===== config.mk =====
export PLATFORM = sky130hd
export DESIGN_NAME = noc_link_buffer
export DESIGN_NICKNAME = d
export VERILOG_FILES = /design/src/rtl/noc_link_buffer.sv
export SDC_FILE = /design/constraint.sdc
export NUM_CORES = 1
export LEC_CHECK = 0
export BUFFER_PORTS_ARGS = -buffer_cell sky130_fd_sc_hd__clkbuf_2
export CAP_MARGIN = 0
export CORE_AREA = 2 2 152 124
export CTS_CLUSTER_DIAMETER = 80
export DETAILED_ROUTE_END_ITERATION = 16
export DIE_AREA = 0 0 154 126
export PLACE_DENSITY = 0.78
export SLEW_MARGIN = 0
export SYNTH_ARGS = -nofsm -noshare
export SYNTH_HDL_FRONTEND = slang
export SYNTH_SLANG_ARGS = --single-unit

===== constraint.sdc =====
create_clock -name clk -period 6.66 [get_ports clk]
set_clock_uncertainty 0.1 [all_clocks]
set_input_delay 1.998 -clock clk [delete_from_list [all_inputs] [get_ports clk]]
set_output_delay 1.998 -clock clk [all_outputs]
set_load 0.02 [all_outputs]

===== src/rtl/noc_link_buffer.sv =====
// noc_link_buffer: registered VC-aware link stage between two routers.
// Per-VC FIFOs, round-robin output arbitration, occupancy and stall watchdog.
module noc_link_buffer #(
  parameter int FLIT_WIDTH  = 34,
  parameter int NUM_VC      = 3,
  parameter int BUF_DEPTH   = 2,
  parameter int STALL_LIMIT = 1024,
  localparam int VW = (NUM_VC > 1) ? $clog2(NUM_VC) : 1,
  localparam int CW = $clog2(BUF_DEPTH + 1)
) (
  input  logic                   clk,
  input  logic                   arst,
  input  logic                   in_valid_i,
  input  logic [FLIT_WIDTH-1:0]  in_fdata_i,
  input  logic [VW-1:0]          in_vc_id_i,
  output logic [NUM_VC-1:0]      in_ready_o,
  output logic                   out_valid_o,
  output logic [FLIT_WIDTH-1:0]  out_fdata_o,
  output logic [VW-1:0]          out_vc_id_o,
  input  logic [NUM_VC-1:0]      out_ready_i,
  output logic [NUM_VC*CW-1:0]   occ_o,
  output logic                   stall_o,
  output logic                   err_vc_o
);

  localparam int PW = $clog2(BUF_DEPTH);
  localparam int SW = $clog2(STALL_LIMIT + 1);

  logic [FLIT_WIDTH-1:0] mem [NUM_VC][BUF_DEPTH];
  logic [PW-1:0]         rd_ptr [NUM_VC];
  logic [PW-1:0]         wr_ptr [NUM_VC];
  logic [CW-1:0]         occ [NUM_VC];
  logic [VW-1:0]         rr;
  logic [SW-1:0]         stall_cnt;
  logic [FLIT_WIDTH-1:0] hold_fdata;
  logic [VW-1:0]         hold_vc;
  logic                  err_vc;

  logic [NUM_VC-1:0]     nonempty;
  logic [NUM_VC-1:0]     full;
  logic [NUM_VC-1:0]     eligible;
  logic [NUM_VC-1:0]     push;
  logic [NUM_VC-1:0]     pop;
  logic                  vc_ok;
  logic                  found;
  logic [VW-1:0]         grant;
  logic [VW-1:0]         next_rr;
  logic [FLIT_WIDTH-1:0] head;

  assign vc_ok = 32'(in_vc_id_i) < NUM_VC;

  // Ready is a function of stored occupancy only, never of in_valid_i.
  always_comb begin
    nonempty   = '0;
    full       = '0;
    eligible   = '0;
    push       = '0;
    in_ready_o = '0;
    for (int v = 0; v < NUM_VC; v++) begin
      nonempty[v]   = occ[v] != '0;
      full[v]       = occ[v] == CW'(BUF_DEPTH);
      eligible[v]   = nonempty[v] && out_ready_i[v];
      in_ready_o[v] = !full[v];
      push[v]       = in_valid_i && vc_ok &&
                      (32'(in_vc_id_i) == v) && !full[v];
    end
  end

  // First eligible VC at or after the round-robin pointer.
  always_comb begin
    found = 1'b0;
    grant = '0;
    for (int i = 0; i < NUM_VC; i++) begin
      if (!found && eligible[(32'(rr) + i) % NUM_VC]) begin
        found = 1'b1;
        grant = VW'((32'(rr) + i) % NUM_VC);
      end
    end
  end

  always_comb begin
    pop = '0;
    for (int v = 0; v < NUM_VC; v++) begin
      pop[v] = found && (32'(grant) == v);
    end
  end

  assign next_rr = (32'(grant) == NUM_VC - 1) ? '0 : grant + 1'b1;
  assign head    = mem[grant][rd_ptr[grant]];

  assign out_valid_o = found;
  assign out_fdata_o = found ? head : hold_fdata;
  assign out_vc_id_o = found ? grant : hold_vc;
  assign stall_o     = stall_cnt >= SW'(STALL_LIMIT);
  assign err_vc_o    = err_vc;

  always_comb begin
    occ_o = '0;
    for (int v = 0; v < NUM_VC; v++) begin
      occ_o[v*CW +: CW] = occ[v];
    end
  end

  always_ff @(posedge clk) begin
    for (int v = 0; v < NUM_VC; v++) begin
      if (push[v]) mem[v][wr_ptr[v]] <= in_fdata_i;
    end
  end

  always_ff @(posedge clk) begin
    if (arst) begin
      for (int v = 0; v < NUM_VC; v++) begin
        rd_ptr[v] <= '0;
        wr_ptr[v] <= '0;
        occ[v]    <= '0;
      end
      rr         <= '0;
      stall_cnt  <= '0;
      hold_fdata <= '0;
      hold_vc    <= '0;
      err_vc     <= 1'b0;
    end else begin
      for (int v = 0; v < NUM_VC; v++) begin
        if (push[v]) wr_ptr[v] <= wr_ptr[v] + 1'b1;
        if (pop[v])  rd_ptr[v] <= rd_ptr[v] + 1'b1;
        if (push[v] && !pop[v])      occ[v] <= occ[v] + 1'b1;
        else if (!push[v] && pop[v]) occ[v] <= occ[v] - 1'b1;
      end
      if (found) begin
        rr         <= next_rr;
        hold_fdata <= head;
        hold_vc    <= grant;
      end
      if (in_valid_i && !vc_ok) err_vc <= 1'b1;
      if (found || !(|nonempty)) begin
        stall_cnt <= '0;
      end else if (stall_cnt < SW'(STALL_LIMIT)) begin
        stall_cnt <= stall_cnt + 1'b1;
      end
    end
  end

endmodule


# ---- Word level (Yosys, flattened, before mapping)
# Memories as Yosys holds them, arrays and structs flattened.
# Index checks and enable logic that the tools add are counted.
dict set report op_classes {
  n_shift 0
  n_mux 86
  n_div 3
  n_reduce_logical 48
  n_addsub 16
  eq_ne 7
  bitwise 16
  n_mul 0
  order_cmp 13
}
# cell count
set op_table {}
lappend op_table {{2-to-1 mux 68 bit} 7}
lappend op_table {{2-to-1 mux 34 bit} 7}
lappend op_table {{OR reduction 68 bit} 2}
lappend op_table {{demux 34 bit (select 1 bit)} 3}
lappend op_table {{less-than comparator 32 x 3 -> 1 bit (second input constant)} 3}
lappend op_table {{modulo 32 x 2 -> 32 bit (second input constant)} 2}
lappend op_table {{2-to-1 mux 1 bit} 53}
lappend op_table {{modulo 2 x 2 -> 32 bit (second input constant)} 1}
lappend op_table {{2-to-1 mux 2 bit} 13}
lappend op_table {{logical AND 1 bit} 25}
lappend op_table {{logical NOT 1 bit} 13}
lappend op_table {{OR 1 bit} 12}
lappend op_table {{adder 11 x 1 -> 11 bit (second input constant)} 1}
lappend op_table {{>= comparator 11 bit (second input constant)} 1}
lappend op_table {{less-than comparator 11 bit (second input constant)} 1}
lappend op_table {{== test 2 bit (second input constant)} 5}
lappend op_table {{adder 2 x 1 -> 2 bit (second input constant)} 4}
lappend op_table {{>= comparator 2 bit (second input constant)} 4}
lappend op_table {{inverter 1 -> 2 bit} 4}
lappend op_table {{adder 1 bit (second input constant)} 6}
lappend op_table {{binary-select mux 1 bit (select 2 bit)} 3}
lappend op_table {{less-than comparator 2 x 1 -> 1 bit (second input constant)} 3}
lappend op_table {{nonzero test 2 bit} 3}
lappend op_table {{subtractor 2 x 1 -> 2 bit (second input constant)} 3}
lappend op_table {{8 further kinds} 10}
dict set report totals {
  rom_bits 0
  mem_count 4
  register_bits 50
  output_inout_bits 48
  in_bits 42
  latchBits 0
  word_cells 198
  ramBits 216
}
# memory depth width rd rd_clocked_by_memory_dff wr line
set mem_list {}
lappend mem_list {mem 3 68 1 0 1 29} ;# logic [FLIT_WIDTH-1:0] mem [NUM_VC][BUF_DEPTH];
lappend mem_list {occ 3 2 3 0 3 32} ;# logic [CW-1:0] occ [NUM_VC];
lappend mem_list {rd_ptr 3 1 4 0 3 30} ;# logic [PW-1:0] rd_ptr [NUM_VC];
lappend mem_list {wr_ptr 3 1 3 0 3 31} ;# logic [PW-1:0] wr_ptr [NUM_VC];

# ---- Logic depth before layout (Yosys ltp)
# Gate-level depths: netlist of run 1.
dict set report depth {
  word_depth 20
  ltp_mapped 12
  ltp_nobuf 8
}

# ---- Worst setup path before layout of run 1
# OpenSTA, ideal clock, no wires.
dict set report synth_path {
  kind {input port to output port}
  startpoint {in out_ready_i[2]}
  endpoint {out out_fdata_o[10]}
  cell_stages 10
  t_required_ns 4.562
  path_slack_ns 0.485
  arrival_ns 4.077
  path_buffers 4
  path_cell_list {nor2b_1 > buf_2 > nor2_1 > or3_1 > clkbuf_1 > a221o_1 > buf_6 > buf_6 > mux2_4 > o21ai_1}
}
dict set report synth_via {
  elab_chain_len 16
  elab_cells_between_ends 24
  classes_between {16 x mux; 1 x bitwise; 5 x reduce/logical; 2 x memory}
}
# element line
set synth_rtl {}
lappend synth_rtl {{from (decl)} 20} ;# input logic [NUM_VC-1:0] out_ready_i,
lappend synth_rtl {{logical AND 1 bit (*)} 62} ;# eligible[v] = nonempty[v] && out_ready_i[v];
lappend synth_rtl {{binary-select mux 1 bit (select 2 bit)} 74} ;# if (!found && eligible[(32'(rr) + i) % NUM_VC]) begin
lappend synth_rtl {{2-to-1 mux 1 bit (not written as such)} 74}
lappend synth_rtl {{2-to-1 mux 1 bit} 74}
lappend synth_rtl {{logical NOT 1 bit} 74}
lappend synth_rtl {{logical AND 1 bit} 74}
lappend synth_rtl {{2-to-1 mux 1 bit} 74}
lappend synth_rtl {{logical NOT 1 bit} 74}
lappend synth_rtl {{logical AND 1 bit} 74}
lappend synth_rtl {{2-to-1 mux 2 bit} 74}
lappend synth_rtl {{memory (3 x 1 bit)} n/a}
lappend synth_rtl {{inverter 1 -> 2 bit (not written as such)} 89} ;# assign head = mem[grant][rd_ptr[grant]];
lappend synth_rtl {{2-to-1 mux 34 bit (not written as such) (3 in series)} 89}
lappend synth_rtl {{2-to-1 mux 34 bit (*)} n/a}
lappend synth_rtl {{to (decl)} 18} ;# output logic [FLIT_WIDTH-1:0] out_fdata_o,
# Mark *: on every way between the ends. The rest lies on a longest branch, timed or not. The select of a mux whose other input is x is not followed.

# ---- Final worst setup path of run 1
dict set report layout_path {
  startpoint {in out_ready_i[2]}
  endpoint {out out_fdata_o[33]}
}
# The elaborated chain is that of the path after synthesis.

==> results of run 1 <==
[layer usage]
metal | share of wire, % | track usage, % | up-vias
met5 | 0 | 0 | -
met3 | 7.9 | 4.23 | 41
met1 | 43 | 30.9 | 3131
li1 | - | - | 2966
met4 | 2.2 | 7.31 | 0
met2 | 47 | 36.2 | 265
[stage by stage]
| step | instances | hold slack (ps) | total power, mW |
|---|---|---|---|
| floorplan | 702 | 341 | 4.03 |
| global placement | 986 | 348 | 4.74 |
| detailed placement | 986 | 353 | 4.80 |
| CTS | 1032 | 363 | 6.41 |
| global route | 1032 | 384 | 6.68 |
| finish | 1033 | 362 | 6.39 |
[power by group through the flow]
stage | combinational (mW) | clock, mW | sequential [mW]
floorplan | 1.94 | 0 | 2.09
global placement | 2.67 | 0 | 2.08
detailed placement | 2.72 | 0 | 2.09
CTS | 2.73 | 1.62 | 2.06
global route | 2.93 | 1.68 | 2.07
finish | 2.74 | 1.59 | 2.06
[logic make-up after synthesis]
family,share of synthesized area (%)
flops,71.8
compound gates,11.8
simple gates,6.66
buf+inv,2.79
mux,4.85
xor+xnor,1.18
fa+ha+maj,0.911
[cell usage in the layout (no fill, tap or decap), types with 11 or more instances in the layout]
| cell | netlist | routed |
|---|---|---|
| nor2_1 | 31 | 26 |
| clkbuf_16 | 0 | 27 |
| o21ai_0 | 14 | 14 |
| buf_4 | 1 | 13 |
| dfxtp_1 | 50 | 50 |
| mux2_4 | 30 | 30 |
| o21ai_1 | 60 | 60 |
| nand2_1 | 44 | 44 |
| a222oi_1 | 68 | 68 |
| inv_1 | 12 | 11 |
| nand3_1 | 38 | 38 |
| clkbuf_2 | 0 | 89 |
| edfxtp_1 | 216 | 216 |
[flip-flops by register name, summed over array words and instances (netlist names)]
| register | cells |
|---|---|
| mem | 204 |
| rd_ptr | 3 |
| err_vc_o | 1 |
| hold_vc | 2 |
| occ | 6 |
| hold_fdata | 34 |
| rr | 2 |
| stall_cnt | 11 |
| wr_ptr | 3 |
[area by class of cell]
type	count	area [sq um]
sequential	266	7490
fill	1151	5740
multi-input combinational	370	2710
clock buffer	34	752
timing repair buffer	108	663
tap	230	288
clock inverter	12	198
inverter	12	45.0
antenna	1	2.50
[path summary, 6_finish.rpt]
| kind | start | endpoint | slack (ps) |
|---|---|---|---|
| worst max-delay path | out_ready_i[2] | out_fdata_o[33] | 50 |
| worst min register to register | hold_fdata[5]$_SDFF_PP0_ | hold_fdata[5]$_SDFF_PP0_ | 360 |
| worst min-delay path | hold_fdata[5]$_SDFF_PP0_ | hold_fdata[5]$_SDFF_PP0_ | 360 |
| worst max register to register | rr[0]$_SDFFE_PP0N_ | occ[2][1]$_DFFE_PP_ | 3210 |
[worst max-delay path: stages]
cell and delay [ps]:
clkbuf_2 70, nor2b_1 290, nor2_1 120, or3_2 540
a221o_2 520, mux2_2 310, o21ai_0 400, clkbuf_2 260
[Yosys cell counts (2+ instances only)]
cell and n:
nand2_1 44, nand2b_1 4, and3_1 4, or3_1 5, maj3_1 2, a21o_1 3, and2_1 5, or2_2 2
o21ai_1 60, nor2_1 31, mux2_4 30, clkbuf_1 41, ha_1 6, a222oi_1 68, buf_6 4, dfxtp_1 50
nand4_1 3, xnor2_1 6, o21ai_0 14, a31oi_1 2, a21oi_1 4, nor3_1 4, nor4_1 2, nor2b_1 2
mux2_2 4, nand3_1 38, buf_2 8, inv_1 12, xor2_1 8, edfxtp_1 216, nand4b_1 2
==> impl_metrics.tcl, run 1 <==
set metrics [dict create \
    die_h_microns 126 \
    synth_area_per_cell_sq_um 14.9 \
    ant_nets 0 \
    antenna_found_initial 1 \
    hold_viol 0 \
    comb_power_share_pct 42.8 \
    period_share_pct 99.2 \
    area_delta_synth_final_pct 16.5 \
    finalSetupViolations 0 \
    synth_area_leaders "edfxtp_1 (62%), dfxtp_1 (9.6%), a222oi_1 (6.5%)" \
    vias_per_cell 6.20 \
    grt_pass1_vias 6390 \
    cts_buffers 25 \
    synthesis.nets 750 \
    path_clk_slew_ps 60 \
    cts_resized 0 \
    holdBufCountCts 0 \
    synth-seq-cells 266 \
    max-cap-violations 0 \
    required_ps 4560 \
    io_buffers 89 \
    setup_ws_ps 53.1 \
    max-slew-margin-rel_pct 27.6 \
    io_pins 90 \
    dr.pass1.iters 9 \
    fin_nets 831 \
    switching_share_pct 36.5 \
    worst_pin_slew_ps 1090 \
    crit_type "in -> out" \
    dpl.hpwl_mm 12.4 \
    synth_edf_count 216 \
    grtUsageTotal_pct 22.3 \
    status "complete, no violations" \
    drc_errors 0 \
    clock_tree.root_cell "clkbuf_16" \
    yosys.area.top_type "edfxtp_1" \
    final_layout_size_suffix_gt1_share_pct 24.9 \
    path_max_fanout 5 \
    die_w_microns 154 \
    syn_area_sq_mm 0.0104 \
    wire_per_inst_microns 21.0 \
    hp-class "reg -> reg" \
    htree_levels 1 \
    grt_pass1_wl_mm 33.9 \
    seqPwrFrac_pct 32.2 \
    clkPwrFrac_pct 24.9 \
    pre_cts_ws_ps 138 \
    switching_power_mw 2.33 \
    synth_top_area_share_pct 62.2 \
    yosys_warnings 0 \
    cp-start-kind "primary input" \
    gp_congestion 0.828 \
    postCtsSetupBuffers 0 \
    syn_inst 702 \
    r2r_cells 9 \
    core_region_area_sq_mm 0.0179 \
    clk_latency_ps 530 \
    leakage_nw 4.29 \
    grt_max_degree 74 \
    slew_violations 0 \
    synth-seq-area-share_pct 71.8 \
    design_area_sq_mm 0.0121 \
    grt-ovfl-total 0 \
    hold_path_depth 2 \
    finish.utilization_pct 67.9 \
    ir_worst_vdd_mv 0.425 \
    routed_wl_mm 21.7 \
    dieArea_sq_mm 0.0194 \
    clock_sinks 266 \
    setup_tns_ps 0 \
    initial_utilization_pct 58.3 \
    cts_tree "done" \
    rows 44 \
    placed_area_sq_mm 0.0112 \
    layout_min_cycle_time_ps 6610 \
    worstSetupEndpointType "output pin" \
    rsz0062_at_grt "no" \
    drt_iter0_drc 679 \
    cts_buffer_depth 3 \
    power.density_mw_per_mm2 526 \
    yosys_most_used_dff "edfxtp_1" \
    arrival_ps 4510 \
    p_int_mw 4.06 \
    synth.distinct_cells 49 \
    vias 6403 \
    max_freq_mhz 151 \
    async_flop_share_pct 0 \
]
No activity file was read; power rests on OpenSTA's default activity.
==> inputs of run 2 (changes only) <==
--- a/config.mk
+++ b/config.mk
@@ -5,12 +5,12 @@
 export SDC_FILE = /design/constraint.sdc
 export NUM_CORES = 1
 export LEC_CHECK = 0
+export ABC_AREA = 1
 export BUFFER_PORTS_ARGS = -buffer_cell sky130_fd_sc_hd__clkbuf_2
-export CAP_MARGIN = 0
-export CORE_AREA = 2 2 152 124
+export CORE_AREA = 2 2 155 127
 export CTS_CLUSTER_DIAMETER = 80
 export DETAILED_ROUTE_END_ITERATION = 16
-export DIE_AREA = 0 0 154 126
+export DIE_AREA = 0 0 157 129
 export PLACE_DENSITY = 0.78
 export SLEW_MARGIN = 0
 export SYNTH_ARGS = -nofsm -noshare
==> run 2 against run 1 <==
Net effect:
- die area grew 4.4%
- clock-buffer cell count grew 1
- sequential share of layout area shrank 1.9 points
- wire length grew 11%
- maximum frequency grew 4.0%
- synthesized cell count grew 48%
- cell count grew 37%
- via count grew 19%
- critical path type unchanged
- largest cell class unchanged
==> impl_metrics.tcl, run 2 <==
set metrics [dict create \
    setup_tns_ps 0 \
    worstSetupEndpointType "output pin" \
    largest_reg_flops 204 \
    ant_nets 0 \
    synth_area_leaders "edfxtp_1 (60%), nand2_1 (15%), dfxtp_1 (9.2%)" \
    yosys.area.top_type "edfxtp_1" \
    cts_tree "done" \
    dr.pass1.iters 6 \
    synthesis.nets 1088 \
    final_layout_size_suffix_gt1_share_pct 14.9 \
    drc_errors 0 \
    synth_edf_count 216 \
    period_share_pct 95.4 \
    crit_family "buffers and inverters" \
    clk_latency_ps 540 \
    synth-seq-cells 266 \
    grt_pass1_wl_mm 37.3 \
    max_freq_mhz 157 \
    synth_top_area_share_pct 59.5 \
    r2r_start "rr[0]$_SDFFE_PP0N_" \
    slowest_delay_ps 320 \
    holdBufCountCts 0 \
    postCtsSetupBuffers 0 \
    async_flop_share_pct 0 \
    synth.most_common_cell "nand2_1" \
    grtUsageTotal_pct 24.0 \
    required_ps 4560 \
    path_cells "clkbuf_2, nand2_1, a21oi_1, nand2_1, nand2_1, nand4_1, nand2_2, buf_4, inv_2, buf_4, a21boi_0, nand2_1, nand3_1, nand2_1, clkbuf_2" \
    cts_resized 0 \
    synth_area_per_cell_sq_um 10.5 \
    path_clk_slew_ps 60 \
    drt_iter0_drc 841 \
    io_pins 90 \
    grt_max_degree 44 \
    dp.cells 1368 \
    clock_tree.root_cell "clkbuf_16" \
    gp_congestion 0.775 \
    vias_per_cell 5.39 \
    area_delta_synth_final_pct 15.0 \
    routed_wl_mm 24.0 \
    max-cap-violations 0 \
    io_buffers 89 \
    crit_slowest_cell "buf_4" \
    initial_utilization_pct 58.5 \
    grt_pass1_vias 7163 \
    layout_min_cycle_time_ps 6350 \
    cpMostUsedCell "nand2_1" \
    r2r_cells 15 \
    max-slew-margin-rel_pct 30.7 \
    cts_buffers 25 \
    synth.distinct_cells 33 \
    finalNonFillerCells 1414 \
    hold_viol 0 \
    crit-reg2reg-capture "occ[2][1]$_DFFE_PP_" \
    layout_commonest_cell "nand2_1" \
    dpl.hpwl_mm 14.3 \
    syn_inst 1040 \
    wire_per_inst_microns 17.0 \
    finalSetupViolations 0 \
    rows 45 \
    antenna_found_initial 0 \
    die_w_microns 157 \
    hold-path-endpoint "err_vc_o$_SDFFE_PP0P_" \
    path_max_fanout 22 \
    crit_buf_inv 5 \
    cts_buffer_depth 3 \
    hold_path.startpoint "err_vc_o$_SDFFE_PP0P_" \
    grt-ovfl-total 0 \
    clock_sinks 266 \
    layout_common_cells "nand2_1 (429), edfxtp_1 (216), clkbuf_2 (89), nand3_1 (77), a21oi_1 (67)" \
    hold_path_depth 2 \
    placed_area_sq_mm 0.0117 \
    rsz0062_at_grt "no" \
    fill_cells 1364 \
    arrival_ps 4250 \
    slew_violations 0 \
    pre_cts_ws_ps 381 \
    synth_common_cells "nand2_1 (429), edfxtp_1 (216), nand3_1 (77)" \
    syn_area_sq_mm 0.0109 \
    fin_nets 1185 \
    cp-start-kind "primary input" \
    htree_levels 1 \
    n_antenna_cell 0 \
    die_h_microns 129 \
    yosys_most_used_dff "edfxtp_1" \
    design_area_sq_mm 0.0125 \
    hp-class "reg -> reg" \
    dieArea_sq_mm 0.0203 \
    status "complete, no violations" \
    r2r_slack_ps 3350 \
    yosys_warnings 0 \
    synth-seq-area-share_pct 68.7 \
    setup_ws_ps 308 \
    worst_pin_slew_ps 1040 \
    core_region_area_sq_mm 0.0186 \
    crit_type "in -> out" \
    vias 7623 \
]
[run 2: cell type report]
type	instances	area (sq um)	share of cell area (%)
clock buffer	35	663	5.29
sequential	266	7490	59.7
clock inverter	11	144	1.15
multi-input combinational	666	3000	23.9
tap	258	323	2.58
timing repair buffer	113	676	5.39
inverter	65	244	1.95
[run 2: worst min-delay path, stage by stage, from the launching register on]
cell,delay (ps)
dfxtp_1,310
inv_1,50
a21oi_1,50
[run 2: per-layer routing]
metal	vias up	part of all wire, %	global-route usage [%]
met4	0	2.2	8.58
met3	35	8.9	4.01
met5	-	0	0
li1	3664	-	-
met2	346	47	39.0
met1	3578	42	33.2
[run 2: how the worst max path moves through the flow]
stage	cells past startpoint	to	slack, ps	startpoint
5_1_grt	17	out_fdata_o[32]	140	out_ready_i[2]
3_3_place_gp	17	out_fdata_o[28]	440	out_ready_i[2]
6_report	15	out_fdata_o[2]	310	out_ready_i[2]
4_1_cts	17	out_fdata_o[32]	320	out_ready_i[2]
3_5_place_dp	17	out_fdata_o[32]	380	out_ready_i[2]
2_1_floorplan	13	out_fdata_o[20]	950	out_ready_i[2]
[run 2: cells by family after synthesis]
logic type	synth area share (%)
XOR/XNOR	0.563
flip-flops	68.7
AND/OR/NAND/NOR	21.5
adder cells (fa/ha/maj)	0.689
buffers and inverters	4.24
AO/OA/AOI/OAI	4.34
[run 2: through the flow]
stage	hold WS [ps]	util (%)
floorplan	351	-
CTS	355	67.2
global route	395	67.2
global placement	337	62.9
detailed placement	345	62.9
finish	350	67.2
Power of run 2 is left out: the tool's default activity adds up to more than one toggle a clock period on the data nets, which glitch-free logic cannot reach.
==> inputs of run 3 (changes only) <==
--- a/config.mk
+++ b/config.mk
@@ -12,6 +12,7 @@
 export DETAILED_ROUTE_END_ITERATION = 16
 export DIE_AREA = 0 0 157 129
 export PLACE_DENSITY = 0.78
+export RECOVER_POWER = 100
 export SLEW_MARGIN = 0
 export SYNTH_ARGS = -nofsm -noshare
 export SYNTH_HDL_FRONTEND = slang
==> run 3 against run 2 <==
Net effect:
- the run now ends with capacitance limit, slew limit left
- wire length decreased by 0.25%
- sequential share of layout area increased by 0.72 points
- clock-buffer cell count stayed put
- largest cell class unchanged
==> impl_metrics.tcl, run 3 (synthesized netlist as in run 2, its figures left out) <==
set metrics [dict create \
    status "complete, but fails checks" \
    violations "capacitance limit, slew limit" \
    fin_nets 1185 \
    io_pins 90 \
    worstSetupEndpointType "output pin" \
    dpl.hpwl_mm 14.3 \
    postCtsSetupBuffers 0 \
    drt_iter0_drc 807 \
    final_layout_size_suffix_gt1_share_pct 7.61 \
    crit_family "buffers and inverters" \
    drc_errors 0 \
    hold_viol 0 \
    cts_buffers 25 \
    max-cap-violations 7 \
    required_ps 4560 \
    dieArea_sq_mm 0.0203 \
    grt_max_degree 44 \
    hold-path-endpoint "err_vc_o$_SDFFE_PP0P_" \
    layout_common_cells "nand2_1 (430), edfxtp_1 (216), clkbuf_1 (89), nand3_1 (77), a21oi_1 (67)" \
    crit_buf_inv 5 \
    area_delta_synth_final_pct 13.6 \
    die_h_microns 129 \
    clk_latency_ps 540 \
    n_antenna_cell 0 \
    setup_ws_ps 232 \
    cpMostUsedCell "nand2_1" \
    grtUsageTotal_pct 24.0 \
    r2r_start "occ[0][1]$_SDFFCE_PP0P_" \
    gp_congestion 0.775 \
    cts_resized 0 \
    rsz0062_at_grt "no" \
    path_cells "clkbuf_2, nand2_1, o21ai_0, nand2_4, nand4_1, nand2_2, buf_4, inv_2, buf_4, nand3_1, nand3_1, nand2_1, nand2_1, nand2_1, nand2_1, clkbuf_1" \
    ant_nets 0 \
    hold_ws_ps 349 \
    setup_tns_ps 0 \
    r2r_cells 6 \
    path_clk_slew_ps 60 \
    clock_tree.root_cell "clkbuf_16" \
    grt_pass1_wl_mm 37.3 \
    wire_per_inst_microns 16.9 \
    pre_cts_ws_ps 381 \
    vias 7575 \
    max-slew-margin-rel_pct -60.2 \
    hold_path.startpoint "err_vc_o$_SDFFE_PP0P_" \
    slowest_delay_ps 310 \
    cp_num_cells 16 \
    routed_wl_mm 24.0 \
    crit_type "in -> out" \
    clock_sinks 266 \
    cp-start-kind "primary input" \
    dr.pass1.iters 5 \
    antenna_found_initial 0 \
    die_w_microns 157 \
    worst_pin_slew_ps 2400 \
    layout_min_cycle_time_ps 6430 \
    grt_pass1_vias 7163 \
    arrival_ps 4330 \
    holdBufCountCts 0 \
    crit_slowest_cell "o21ai_0" \
    cts_tree "done" \
    initial_utilization_pct 58.5 \
    period_share_pct 96.5 \
    io_buffers 89 \
    finish.utilization_pct 66.4 \
    hp-class "reg -> reg" \
    crit-reg2reg-capture "mem[0][13]$_DFFE_PP_" \
    cts_buffer_depth 3 \
    path_max_fanout 22 \
    largest_reg_flops 204 \
    core_region_area_sq_mm 0.0186 \
    layout_commonest_cell "nand2_1" \
    slew_violations 209 \
    vias_per_cell 5.36 \
    r2r_slack_ps 2730 \
    htree_levels 1 \
    max_freq_mhz 156 \
    hold_path_depth 2 \
    rows 45 \
    finalSetupViolations 0 \
    grt-ovfl-total 0 \
]
-- run 3: changes by cell type in the layout (fill, tap and decap cells not counted), moves of 2 or more --
cell	delta
o21ai_1	-2
nor2_1	+4
nor2_4	-4
buf_4	-7
clkbuf_2	-72
clkbuf_1	+79
o21ai_0	+2
-- run 3: metrics by stage --
step	instances	instance area (sq um)
2_1_floorplan	1040	10900
3_3_place_gp	1368	11700
3_5_place_dp	1368	11700
4_1_cts	1414	12500
5_1_grt	1414	12400
6_report	1414	12400
-- run 3: cell type report --
class,count,area (sq um)
flip-flops and latches,266,7490
fillers,1413,6250
well taps,258,323
clock inverters,11,144
inverters,65,244
multi-input cells,666,2960
repair buffers,113,559
clock buffers,35,663
-- run 3: worst reg2reg max path, cell delays in order, from the launching register on --
cell,delay [ps]
edfxtp_1,430
inv_1,90
nor2_1,60
nor4_1,260
inv_1,170
nor2_1,1100
clkbuf_1,1300
-- run 3: per-layer routing --
layer  vias up  routed length, microns  share of wire, %  track usage (%)
met3        42                    2310               9.6             4.01
met5         -                       0                 0                0
li1       3653                       -                 -                -
met2       372                   11100                46             39.0
met1      3508                    9950                42             33.2
met4         0                     570               2.4             8.58
-- run 3: worst max path at each step --
stage                               from              end  slack, ps
final                     out_ready_i[2]  out_fdata_o[12]        230
after global routing      out_ready_i[2]  out_fdata_o[32]         80
after CTS                 out_ready_i[2]  out_fdata_o[32]        320
after detailed placement  out_ready_i[2]  out_fdata_o[32]        380
after global placement    out_ready_i[2]  out_fdata_o[28]        440
after floorplan           out_ready_i[2]  out_fdata_o[20]        950
Power of run 3 is left out for the same reason.
